$ cat src/rtl/cart_so_receiver.sv
// Cartridge serial-out frame receiver: start 0, 16 data bits LSB first, trailer 0.
// Define SO_RX_SYNC_EN to pass SI through a two-flop synchronizer (adds 2 cycles of latency).
module cart_so_receiver #(
    parameter logic [15:0] KEY = 16'h28A0
) (
    input  logic        CLK,
    input  logic        RST,
    input  logic        SI,
    output logic [15:0] WORD,
    output logic        VALID,
    output logic        FERR,
    output logic        BUSY,
    output logic        UNLOCK
);

    typedef enum logic [1:0] {IDLE, DATA, TRAIL, GAP} state_t;

    logic        si_s;
    state_t      state_reg, state_next;
    logic [3:0]  cnt_reg, cnt_next;
    logic [15:0] data_reg, data_next;
    logic        valid_pend_reg, valid_pend_next;
    logic        ferr_pend_reg, ferr_pend_next;

`ifdef SO_RX_SYNC_EN
    logic [1:0] sync_reg;

    // Reset to 1 so the synchronizer looks like an idle line and cannot fake a start bit.
    always_ff @(posedge CLK or posedge RST) begin
        if (RST) begin
            sync_reg <= 2'b11;
        end else begin
            sync_reg <= {sync_reg[0], SI};
        end
    end

    assign si_s = sync_reg[1];
`else
    assign si_s = SI;
`endif

    always_comb begin
        state_next      = state_reg;
        cnt_next        = cnt_reg;
        data_next       = data_reg;
        valid_pend_next = 1'b0;
        ferr_pend_next  = 1'b0;
        case (state_reg)
            IDLE: begin
                if (!si_s) begin
                    state_next = DATA;
                    cnt_next   = 4'd0;
                end
            end
            DATA: begin
                data_next[cnt_reg] = si_s;
                cnt_next           = cnt_reg + 4'd1;
                if (cnt_reg == 4'd15) begin
                    state_next = TRAIL;
                end
            end
            TRAIL: begin
                if (si_s) begin
                    ferr_pend_next = 1'b1;
                    state_next     = IDLE;
                end else begin
                    valid_pend_next = 1'b1;
                    state_next      = GAP;
                end
            end
            GAP: begin
                if (si_s) begin
                    state_next = IDLE;
                end
            end
            default: state_next = IDLE;
        endcase
    end

    // The trailer verdict is held one extra cycle so the pulse lands 18 edges after the start bit.
    always_ff @(posedge CLK or posedge RST) begin
        if (RST) begin
            state_reg      <= IDLE;
            cnt_reg        <= 4'd0;
            data_reg       <= 16'd0;
            valid_pend_reg <= 1'b0;
            ferr_pend_reg  <= 1'b0;
            WORD           <= 16'd0;
            VALID          <= 1'b0;
            FERR           <= 1'b0;
            UNLOCK         <= 1'b0;
        end else begin
            state_reg      <= state_next;
            cnt_reg        <= cnt_next;
            data_reg       <= data_next;
            valid_pend_reg <= valid_pend_next;
            ferr_pend_reg  <= ferr_pend_next;
            VALID          <= valid_pend_reg;
            FERR           <= ferr_pend_reg;
            if (valid_pend_reg) begin
                WORD <= data_reg;
                if (data_reg == KEY) begin
                    UNLOCK <= 1'b1;
                end
            end
        end
    end

    assign BUSY = (state_reg != IDLE);

endmodule

$ cat config.mk
export PLATFORM = sky130hd
export DESIGN_NAME = cart_so_receiver
export DESIGN_NICKNAME = d
export VERILOG_FILES = /design/src/rtl/cart_so_receiver.sv
export SDC_FILE = /design/constraint.sdc
export NUM_CORES = 1
export LEC_CHECK = 0
export CAP_MARGIN = 20
export CELL_PAD_IN_SITES_DETAIL_PLACEMENT = 1
export CELL_PAD_IN_SITES_GLOBAL_PLACEMENT = 1
export CORE_MARGIN = 4
export CORE_UTILIZATION = 40
export CTS_BUF_LIST = sky130_fd_sc_hd__clkbuf_4 sky130_fd_sc_hd__clkbuf_8 sky130_fd_sc_hd__clkbuf_16
export DETAILED_ROUTE_END_ITERATION = 7
export PLACE_DENSITY = 0.85
export SETUP_SLACK_MARGIN = 0.3
export SLEW_MARGIN = 20
export SYNTH_ARGS = -nofsm -noshare
export SYNTH_HDL_FRONTEND = slang
export SYNTH_SLANG_ARGS = --single-unit
$ cat constraint.sdc
create_clock -name CLK -period 1.27 [get_ports CLK]
set_input_delay 0.254 -clock CLK [delete_from_list [all_inputs] [get_ports CLK]]
set_output_delay 0.254 -clock CLK [all_outputs]
set_load 0.01 [all_outputs]
==> summary.txt <==
# setup viols final: 20
Routed length per placed instance: 21.3 µm
Worst Tran Pin Value: 0.324 ns
Core region area: 0.00441 mm²
Largest net degree at the start of global routing: 26
Worst vdd ir: 1.43 mV
CTS tree: built
Root buf cell: clkbuf_8
Top delay family on crit path: flip-flops
Nets: 217
ANT nets after route: 0
Main combinational cell family by area after synthesis: multiplexers
Met2 Wirelength: 3110 µm
DRC viols: 0
Avg Cell Area, Syn: 13.4 µm²
Max FO, Critical Path: 4
FF-to-FF End: data_reg[4]
Clock net sink count: 43
Max Buffers Root-to-Sink: 2
Core Util, Final: 0.626
Combinational share of power: 0.495
Slowest stage delay, CP: 0.44 ns
Post-DP HPWL: 3250 µm
Top routing layer used: met4
First-pass GRT wire length: 8660 µm
Via count of the first global-routing pass: 1532
Initial antenna violation count: 0
Total GRT Usage: 0.212
Routability cong.: 0.818
Die Span Y: 75.8 µm
Tmin final: 1.54 ns
Clk_lat worst skew: 0.31 ns
Dpl cells: 226
Failing checks: negative setup slack
I/O Pins: 23
Leak pwr: 1.36 nW
Tcrit/Tclk final: 1.21
Clock transition at path regs: 0.08 ns
Unrepaired setup endpoints after global routing: yes
Mapped Area: 0.00184 mm²
Total power: 6.93 mW
DRT Pass-1 Iters: 4
Peak Freq: 650 MHz
Worst slew margin: 0.784
Layout area overhead: 50.5%
Vias: 1386
Yosys reg bits: 43
Synth Area in Compound Gates: 0.0286
Initial Utilization: 0.416
Post-Synth Simple-Gate Area: 0.111
Critical Path RT: 1.46 ns
Fin worst setup slack: -0.268 ns
Final slew viol count: 0
Skew final: 0.00806 ns
Port-buffer cells: 22
Post-synthesis mux area share: 0.221
WL final: 5600 µm
Nature of the critical path endpoint: register
Yosys Warn Count: 0
Sw frac: 0.352
Synth Area in Adders: 0.0272
CP max-delay cell: dfrtp_1
Number of diodes: 0
Worst r2r src: cnt_reg[1]
Dpl cell area: 0.00230 mm²
DRT met1 WL: 2260 µm
Worst reg-to-reg setup slack: -0.27 ns
FP Rows: 24
Status: finished, violations left
Htree depth: 2
GRT overflow: 0
Syn Inst Count: 137
Reg2reg path depth: 5
Vias per cell: 5.27
WP buf/inv: 1
Die X: 75.8 µm
Final cell count without fillers: 263
Post-layout instance area: 0.00277 mm²
Sequential power share: 0.361
Die area: 0.00574 mm²
Switching pwr: 2.44 mW
Power per Cell Area: 2510 mW/mm²
Critical path type: reg -> reg
Startpoint Class: register
HP Class: in -> async
First DRT Iteration DRCs: 82
DR WL met3: 143 µm
Register area share after synthesis: 0.586
CTS Buf Count: 5
Crit path DAT: 1.73 ns
Pint: 4.49 mW
Share of layout cells above drive strength 1: 0.611
Clock power share: 0.144
Hold Buf Count CTS: 0
Critical path, cell by cell: inv_2 > ha_4 > nand3b_1 > nor2_1 > mux2_4
Post-synthesis xor/xnor area fraction: 0
MaxCap Viol Count: 0
Syn Nets: 144
Fin. Hold Viols: 0
Netlist cell types: 29
[power by group through the flow]
stage                     clock network (mW)  logic (mW)  registers, mW
after floorplan                            0        1.26           2.40
after global placement                     0        2.34           2.35
after detailed placement                   0        2.49           2.42
after CTS                               1.00        2.89           2.43
after global routing                    1.08        3.68           2.58
final                                  0.996        3.43           2.50
[layout by cell type, fill, tap and decap left out, types with 2 or more instances in the layout]
cell type | Yosys | routed
dfrtp_2 | 0 | 2
o2bb2ai_1 | 2 | 2
nand3_1 | 6 | 2
nand3_2 | 0 | 4
nand2_1 | 2 | 2
nand2b_1 | 2 | 2
buf_2 | 2 | 12
clkbuf_8 | 0 | 7
ha_4 | 0 | 3
inv_1 | 6 | 2
clkdlybuf4s50_1 | 0 | 2
mux2_4 | 4 | 26
nor2_2 | 1 | 7
mux2_1 | 12 | 6
dfrtp_1 | 43 | 41
buf_6 | 0 | 17
buf_12 | 0 | 2
mux2i_1 | 2 | 2
nand3b_1 | 5 | 5
buf_4 | 1 | 38
inv_4 | 0 | 2
nor2_1 | 14 | 8
[what timing repair did]
item	4_1_cts	5_1_grt
gates cloned	2	0
endpoints found under the setup margin	60	60
gates resized for setup	123	18
buffers inserted	11	16
pin swaps	9	9
[routing by layer]
metal,vias to the layer above,global-route usage
met5,-,0
met4,0,0.0466
met3,10,0.0607
met2,18,0.386
met1,736,0.244
li1,622,-
[synthesized netlist by cell type]
library cell / n / share of area
a21o_1: 1 / 0.0041
o2bb2ai_1: 2 / 0.0095
mux2i_1: 2 / 0.011
nor3b_1: 1 / 0.0041
o22ai_1: 1 / 0.0034
a22o_1: 1 / 0.0048
nor4bb_1: 1 / 0.0054
o21bai_1: 1 / 0.0041
nand2_1: 2 / 0.0041
nor3_1: 1 / 0.0027
dfrtp_1: 43 / 0.59
ha_1: 4 / 0.027
nor2_2: 1 / 0.0034
clkbuf_1: 2 / 0.0041
nor2_1: 14 / 0.029
buf_2: 2 / 0.0054
nand2b_1: 2 / 0.0068
nor4b_1: 1 / 0.0048
buf_4: 1 / 0.0041
a21oi_1: 1 / 0.0027
inv_1: 6 / 0.012
nor4_1: 1 / 0.0034
mux2_2: 17 / 0.10
mux2_1: 12 / 0.074
mux2_4: 4 / 0.033
and3_1: 1 / 0.0034
nand3b_1: 5 / 0.020
nand3_1: 6 / 0.016
nor2b_4: 1 / 0.0075
[stage by stage]
step	TNS (ns)	setup WS (ns)	hold slack (ns)
global route	-5.08	-0.287	0.235
CTS	-2.80	-0.201	0.238
finish	-3.82	-0.268	0.231
detailed placement	-2.44	-0.219	0.342
global placement	-1.17	-0.132	0.342
floorplan	-0.210	-0.0303	0.252
[worst register-to-register path: stages (launching register included)]
cell and delay [ns]:
dfrtp_1 0.44, inv_2 0.14, ha_4 0.16, nand3b_1 0.16, nor2_1 0.21, mux2_4 0.32
[area by class of cell]
cell class	count	area [µm²]
fillers	436	1650
repair buffers	71	597
multi-input cells	83	890
well taps	52	65.1
inverters	6	31.3
flip-flops and latches	43	1080
clock buffers	8	104
[worst max-delay path by stage]
stage,start,endpoint,cells past startpoint
after floorplan,cnt_reg[0],data_reg[15],4
after global placement,cnt_reg[0],data_reg[15],4
after detailed placement,cnt_reg[1],data_reg[9],5
after CTS,cnt_reg[1],data_reg[6],5
after global routing,cnt_reg[1],data_reg[15],4
final,cnt_reg[1],data_reg[4],5
[logic make-up (layout without fill, tap and decap cells)]
family                   Yosys count  in the layout
AO/OA/AOI/OAI                      7              7
adder cells (fa/ha/maj)            4              4
buffers and inverters             11             85
flip-flops                        43             43
multiplexers                      35             35
AND/OR/NAND/NOR                   37             37
No activity file was read; power rests on OpenSTA's default activity.
==> RTL change 1 (config.mk and constraints unchanged) <==
Re-encode `state_t` (4 states) as one-hot, 4 bits wide.
--- a/src/rtl/cart_so_receiver.sv
+++ b/src/rtl/cart_so_receiver.sv
@@ -13,7 +13,7 @@
     output logic        UNLOCK
 );
 
-    typedef enum logic [1:0] {IDLE, DATA, TRAIL, GAP} state_t;
+    typedef enum logic [3:0] {IDLE = 4'b0001, DATA = 4'b0010, TRAIL = 4'b0100, GAP = 4'b1000} state_t;
 
     logic        si_s;
     state_t      state_reg, state_next;
Formal check against the unedited RTL: no difference found for any inputs over 10 cycles, from zero or initial values and one cycle with RST high; not proved beyond that.
==> RTL change 1 against the original RTL <==
  * The flow still finishes with violations (setup timing)
  * Count of clock-buffer cells in the layout did not move
  * Core utilization rose by 4.9 points
  * Area after synthesis rose by 11%
  * Final area rose by 18%
  * First-iteration DRC count rose by 2.4%
  * Highest routed layer unchanged
  * Power fell by 35%
  * Routed wire length rose by 20%
  * Largest power group is now registers
  * Sequential cell count rose by 2
  * Setup slack got worse by 0.15 ns
==> RTL change 1: results (changes against the original RTL) <==
Detailed routing
  • Via count: 1566 (+13%)
  • Met3 WL post-DR: 174 um (+22%)
  • M1 WL: 2840 um (+26%)
  • Average wire per standard cell: 22.6 um (+6.3%)
  • DRT iter0 DRCs: 84 (+2.4%)
  • Total Wirelength: 6750 um (+20%)
  • Met2 WL post-DR: 3510 um (+13%)

GRT
  • Largest net degree at the start of global routing: 28 (+7.7%)
  • First-pass GRT wire length: 9380 um (+8.3%)
  • Gr usage total: 0.196 (-0.0157)
  • Met1 GRT Util: 0.232 (-0.0119)
  • M3 GR Usage: 0.0406 (-0.0201)
  • Vias in the first global route: 1708 (+11%)
  • GR Layer Usage met2: 0.350 (-0.0362)

Placement
  • Placed cell count: 255 (+13%)
  • HPWL Detailed: 3510 um (+7.8%)
  • Port Buf Inserts: 22 (unchanged)
  • Dpl ws: -0.446 ns (-0.228 ns)
  • Placed Area: 2540 um2 (+10%)
  • Gpl congestion: 0.850 (+3.9%)

Yosys
  • Post-Syn Instances: 154 (+12%)
  • Synth unique cells: 42 (+45%)
  • Post-synthesis sequential area ratio: 0.551 (-0.0351)
  • Most common library cells after synthesis: 44 x dfrtp_1, 16 x mux2_2, 15 x mux2_1, 15 x nand3_1, 5 x nor2_1
  • Area contributors post-synth: dfrtp_1 54%, mux2_2 8.8%, mux2_1 8.3%, nand3_1 3.7%, ha_1 2.4%
  • Mapped Nets: 161 (+12%)

Critical path
  • Crit path max-delay cell type: and4bb_4
  • Crit path arrival time: 1.88 ns (+0.15 ns)
  • CP Max Fanout: 6 (+2)
  • Max incr delay on CP: 0.39 ns (-0.05 ns)

Layout
  • Filler cell count: 454 (+4.1%)
  • Post-layout nets: 237 (+9.2%)
  • Layout cells sized above 1: 0.714 (+0.103)

Power and ir drop
  • Cell leakage power: 1.47 nW (+8.5%)
  • Max IR drop VDD: 0.880 mV (-38%)

Outcome
  • Status: finished with violations
  • Failing checks: setup timing

STA
  • Worst-margin pin slew: 0.413 ns (+0.0886 ns)
  • Final Setup Violations: 23 (+15%)
  • Worst setup margin: -0.423 ns (-0.155 ns)
  • Min Hold Slack: 0.365 ns (+0.135 ns)
  • Clock Skews: 0.00851 ns (+0.000452 ns)
  • Setup tns final: -7.91 ns (-4.09 ns)

Clock network
  • Clock slew at reported path FFs: 0.08 ns (about the same)
  • CTS H-tree depth: 2 (unchanged)
  • CTS Buf Count: 5 (unchanged)
RTL change 1: cell types whose count changed after synthesis, sizes merged, moves of 3 or more:
cell	unedited run	this run
nor2	15	5
nand3	6	15
buf	3	7
nand3b	5	1
nor4b	1	4
RTL change 1: worst max-delay path, delay by kind of cell, from the launching register on:
family / cells / cell delay (ns)
flip-flops: 1 / 0.37
AND/OR/NAND/NOR: 2 / 0.48
buffers and inverters: 3 / 0.39
multiplexers: 1 / 0.33
RTL change 1: cells by family after synthesis:
family	synth area share
adder cells (fa/ha/maj)	0.0245
multiplexers	0.178
AO/OA/AOI/OAI	0.0428
buffers and inverters	0.0373
AND/OR/NAND/NOR	0.158
XOR/XNOR	0.00856
flip-flops	0.551
RTL change 1: final cells by class:
class	instances	area [um2]	area share
Sequential cell	45	1130	0.346
Tap cell	67	83.8	0.0256
Inverter	4	18.8	0.00573
Clock buffer	8	91.3	0.0279
Timing Repair Buffer	79	693	0.212
Multi-Input combinational cell	95	1250	0.383
RTL change 1: path summary, 6_finish.rpt:
kind / start / end / cells after the start
worst max-delay path: state_reg[0] / data_reg[5] / 6
worst min-delay path: RST / UNLOCK / 3
worst max register to register: state_reg[0] / data_reg[5] / 6
worst min register to register: ferr_pend_reg / FERR / 0
max in group asynchronous: RST / state_reg[0] / 3
min in group CLK: ferr_pend_reg / FERR / 0
RTL change 1: what timing repair did:
action	CTS	global route
pin swaps	19	10
cloned	1	0
buffers inserted	12	22
resized for setup	148	37
endpoints found under the setup margin	63	63
RTL change 1: power breakdown:
group | leakage, nW | switching (W) | internal (W) | total (W)
clock | 0.0498 | 0.000485 | 0.000456 | 0.000941
combinational | 0.854 | 0.000813 | 0.000952 | 0.00176
sequential | 0.568 | 0.000183 | 0.00161 | 0.00180
total | 1.47 | 0.00148 | 0.00302 | 0.00450
==> RTL change 2 (same flow settings) <==
Without the edit above. Build with the macro `SO_RX_SYNC_EN` defined.
--- a/src/rtl/cart_so_receiver.sv
+++ b/src/rtl/cart_so_receiver.sv
@@ -1,5 +1,7 @@
 // Cartridge serial-out frame receiver: start 0, 16 data bits LSB first, trailer 0.
 // Define SO_RX_SYNC_EN to pass SI through a two-flop synchronizer (adds 2 cycles of latency).
+`define SO_RX_SYNC_EN
+
 module cart_so_receiver #(
     parameter logic [15:0] KEY = 16'h28A0
 ) (
Function: changed (a bounded check fails within 4 cycles, from zero or initial values and one cycle with RST high).
==> RTL change 2 against the original RTL <==
  * Setup slack worse by 0.036 ns
  * Critical endpoint is now data_reg[0]
  * Routed wire length is 8.9% lower
  * First-iteration DRC count shrank 40%
  * Sequential cell count up 2
  * Power decreased by 1.3%
  * The run still ends with setup timing left
  * Area after synthesis increased by 2.4%
  * Critical path type unchanged
  * Final area fell by 0.32%
==> RTL change 2: results (changes against the original RTL) <==
Worst hold path
  • HP Class: in -> async

Layout
  • Post-layout nets: 205 (-5.5%)
  • Ant diodes: 0 (unchanged)
  • Layout cells sized above 1: 0.668 (+0.0570)
  • Filler cell count: 423 (-3.0%)

Detailed routing
  • Via/cell ratio: 5.24 (-0.59%)
  • M1 WL: 2240 um (-0.88%)
  • Via count: 1315 (-5.1%)
  • First-pass DRT Iterations: 4 (unchanged)
  • Top sig layer: met4
  • Total Wirelength: 5100 um (-8.9%)
  • Met2 WL post-DR: 2480 um (-20%)
  • Met3 WL post-DR: 234 um (+64%)
  • DRT iter0 DRCs: 49 (-40%)

Outcome
  • Failing checks: setup timing
  • Status: finished with violations

GRT
  • Vias in the first global route: 1423 (-7.1%)
  • Largest net degree at the start of global routing: 28 (+7.7%)
  • Initial antenna violation count: 0 (unchanged)
  • First-pass GRT wire length: 7560 um (-13%)
  • Gr usage total: 0.166 (-0.0459)

STA
  • Worst setup margin: -0.304 ns (-0.0358 ns)
  • Slew HR: 0.758 (-0.0252)
  • Setup tns final: -4.18 ns (-0.353 ns)
  • Final Hold Viols: 0 (unchanged)
  • Final Setup Violations: 20 (unchanged)
  • Clock Skews: 0.00672 ns (-0.00134 ns)

Clock network
  • CTS Buf Count: 5 (unchanged)
  • CTS H-tree depth: 2 (unchanged)
  • Clock Tree Buf Depth: 2 (unchanged)
  • Clock slew at reported path FFs: 0.08 ns (about the same)
  • Worst-Skew Late Latency: 0.30 ns
  • Root Driver: clkbuf_8

Power and ir drop
  • Internal power: 0.00438 W (-2.4%)
  • Max IR drop VDD: 0.995 mV (-30%)
  • Psw: 0.00246 W (+0.87%)
  • Sequential power: 0.00248 W
  • Cell leakage power: 1.27 nW (-6.3%)
  • Power share of the combinational group: 0.495 (about the same)

Placement
  • HPWL Detailed: 3010 um (-7.4%)
  • Placed cell count: 222 (-1.8%)
  • Port Buf Inserts: 22 (unchanged)
  • Gpl congestion: 0.836 (+2.2%)
  • Placed Area: 2300 um2 (unchanged)

Yosys
  • Post-synthesis sequential area ratio: 0.600 (+0.0143)
  • Synth Area per Inst: 13.6 um2 (+1.6%)
  • Mapped Nets: 145 (+0.69%)
  • Synth warnings: 0 (unchanged)
  • Area contributors post-synth: dfrtp_1 57%, mux2_2 20%, nor2_1 3.0%, dfstp_2 2.8%, ha_1 2.7%
  • Synth unique cells: 31 (+6.9%)
  • Most common library cells after synthesis: 43 x dfrtp_1, 33 x mux2_2, 15 x nor2_1
  • Async set-or-reset flop fraction in the synthesized netlist: 1.00 (unchanged)

Critical path
  • CP top delay family: simple AND/OR/NAND/NOR gates
  • Crit path arrival time: 1.76 ns (+0.03 ns)
  • Depth of the most critical reg-to-reg path: 5 (unchanged)
  • Crit path max-delay cell type: dfrtp_1
  • CP Max Fanout: 4 (unchanged)
  • Max incr delay on CP: 0.43 ns
-- RTL change 2: cell families after synthesis --
logic type | after synthesis | synth area share
AO/OA/AOI/OAI | 7 | 0.0273
flip-flops | 45 | 0.600
adder cells (fa/ha/maj) | 4 | 0.0266
AND/OR/NAND/NOR | 37 | 0.118
buffers and inverters | 11 | 0.0246
multiplexers | 34 | 0.203
-- RTL change 2: final timing paths --
path / from / endpoint / slack (ns)
max reg2reg: cnt_reg[1] / data_reg[0] / -0.30
min: RST / FERR / 0.22
max: cnt_reg[1] / data_reg[0] / -0.30
min reg2reg: ferr_pend_reg / FERR / 0.35
max in group asynchronous: RST / state_reg[0] / 0.63
min in group CLK: ferr_pend_reg / FERR / 0.35
-- RTL change 2: what timing repair did --
action                                  4_1_cts  5_1_grt
hold endpoints to repair                      0        0
buffers inserted                              8       13
resized for setup                           122       31
pin swaps                                     7       11
endpoints found under the setup margin       60       61
-- RTL change 2: per-stage QoR --
| stage | hold slack, ns | setup slack, ns |
|---|---|---|
| final | 0.220 | -0.304 |
| after CTS | 0.223 | -0.240 |
| after global placement | 0.335 | -0.150 |
| after global routing | 0.219 | -0.369 |
| after floorplan | 0.258 | -0.0523 |
| after detailed placement | 0.337 | -0.220 |
-- RTL change 2: metal layers --
layer | up-vias | global-route usage
met3 | 9 | 0.0449
met4 | 0 | 0.0761
met1 | 674 | 0.205
met2 | 35 | 0.269
li1 | 597 | -
met5 | - | 0
-- RTL change 2: final cells by class --
type,instances,area [um2],area share
well taps,52,65.1,0.0236
clock buffers,7,96.3,0.0350
inverters,5,22.5,0.00817
repair buffers,59,477,0.173
clock inverters,1,5.00,0.00182
flip-flops and latches,45,1130,0.410
multi-input cells,82,960,0.348
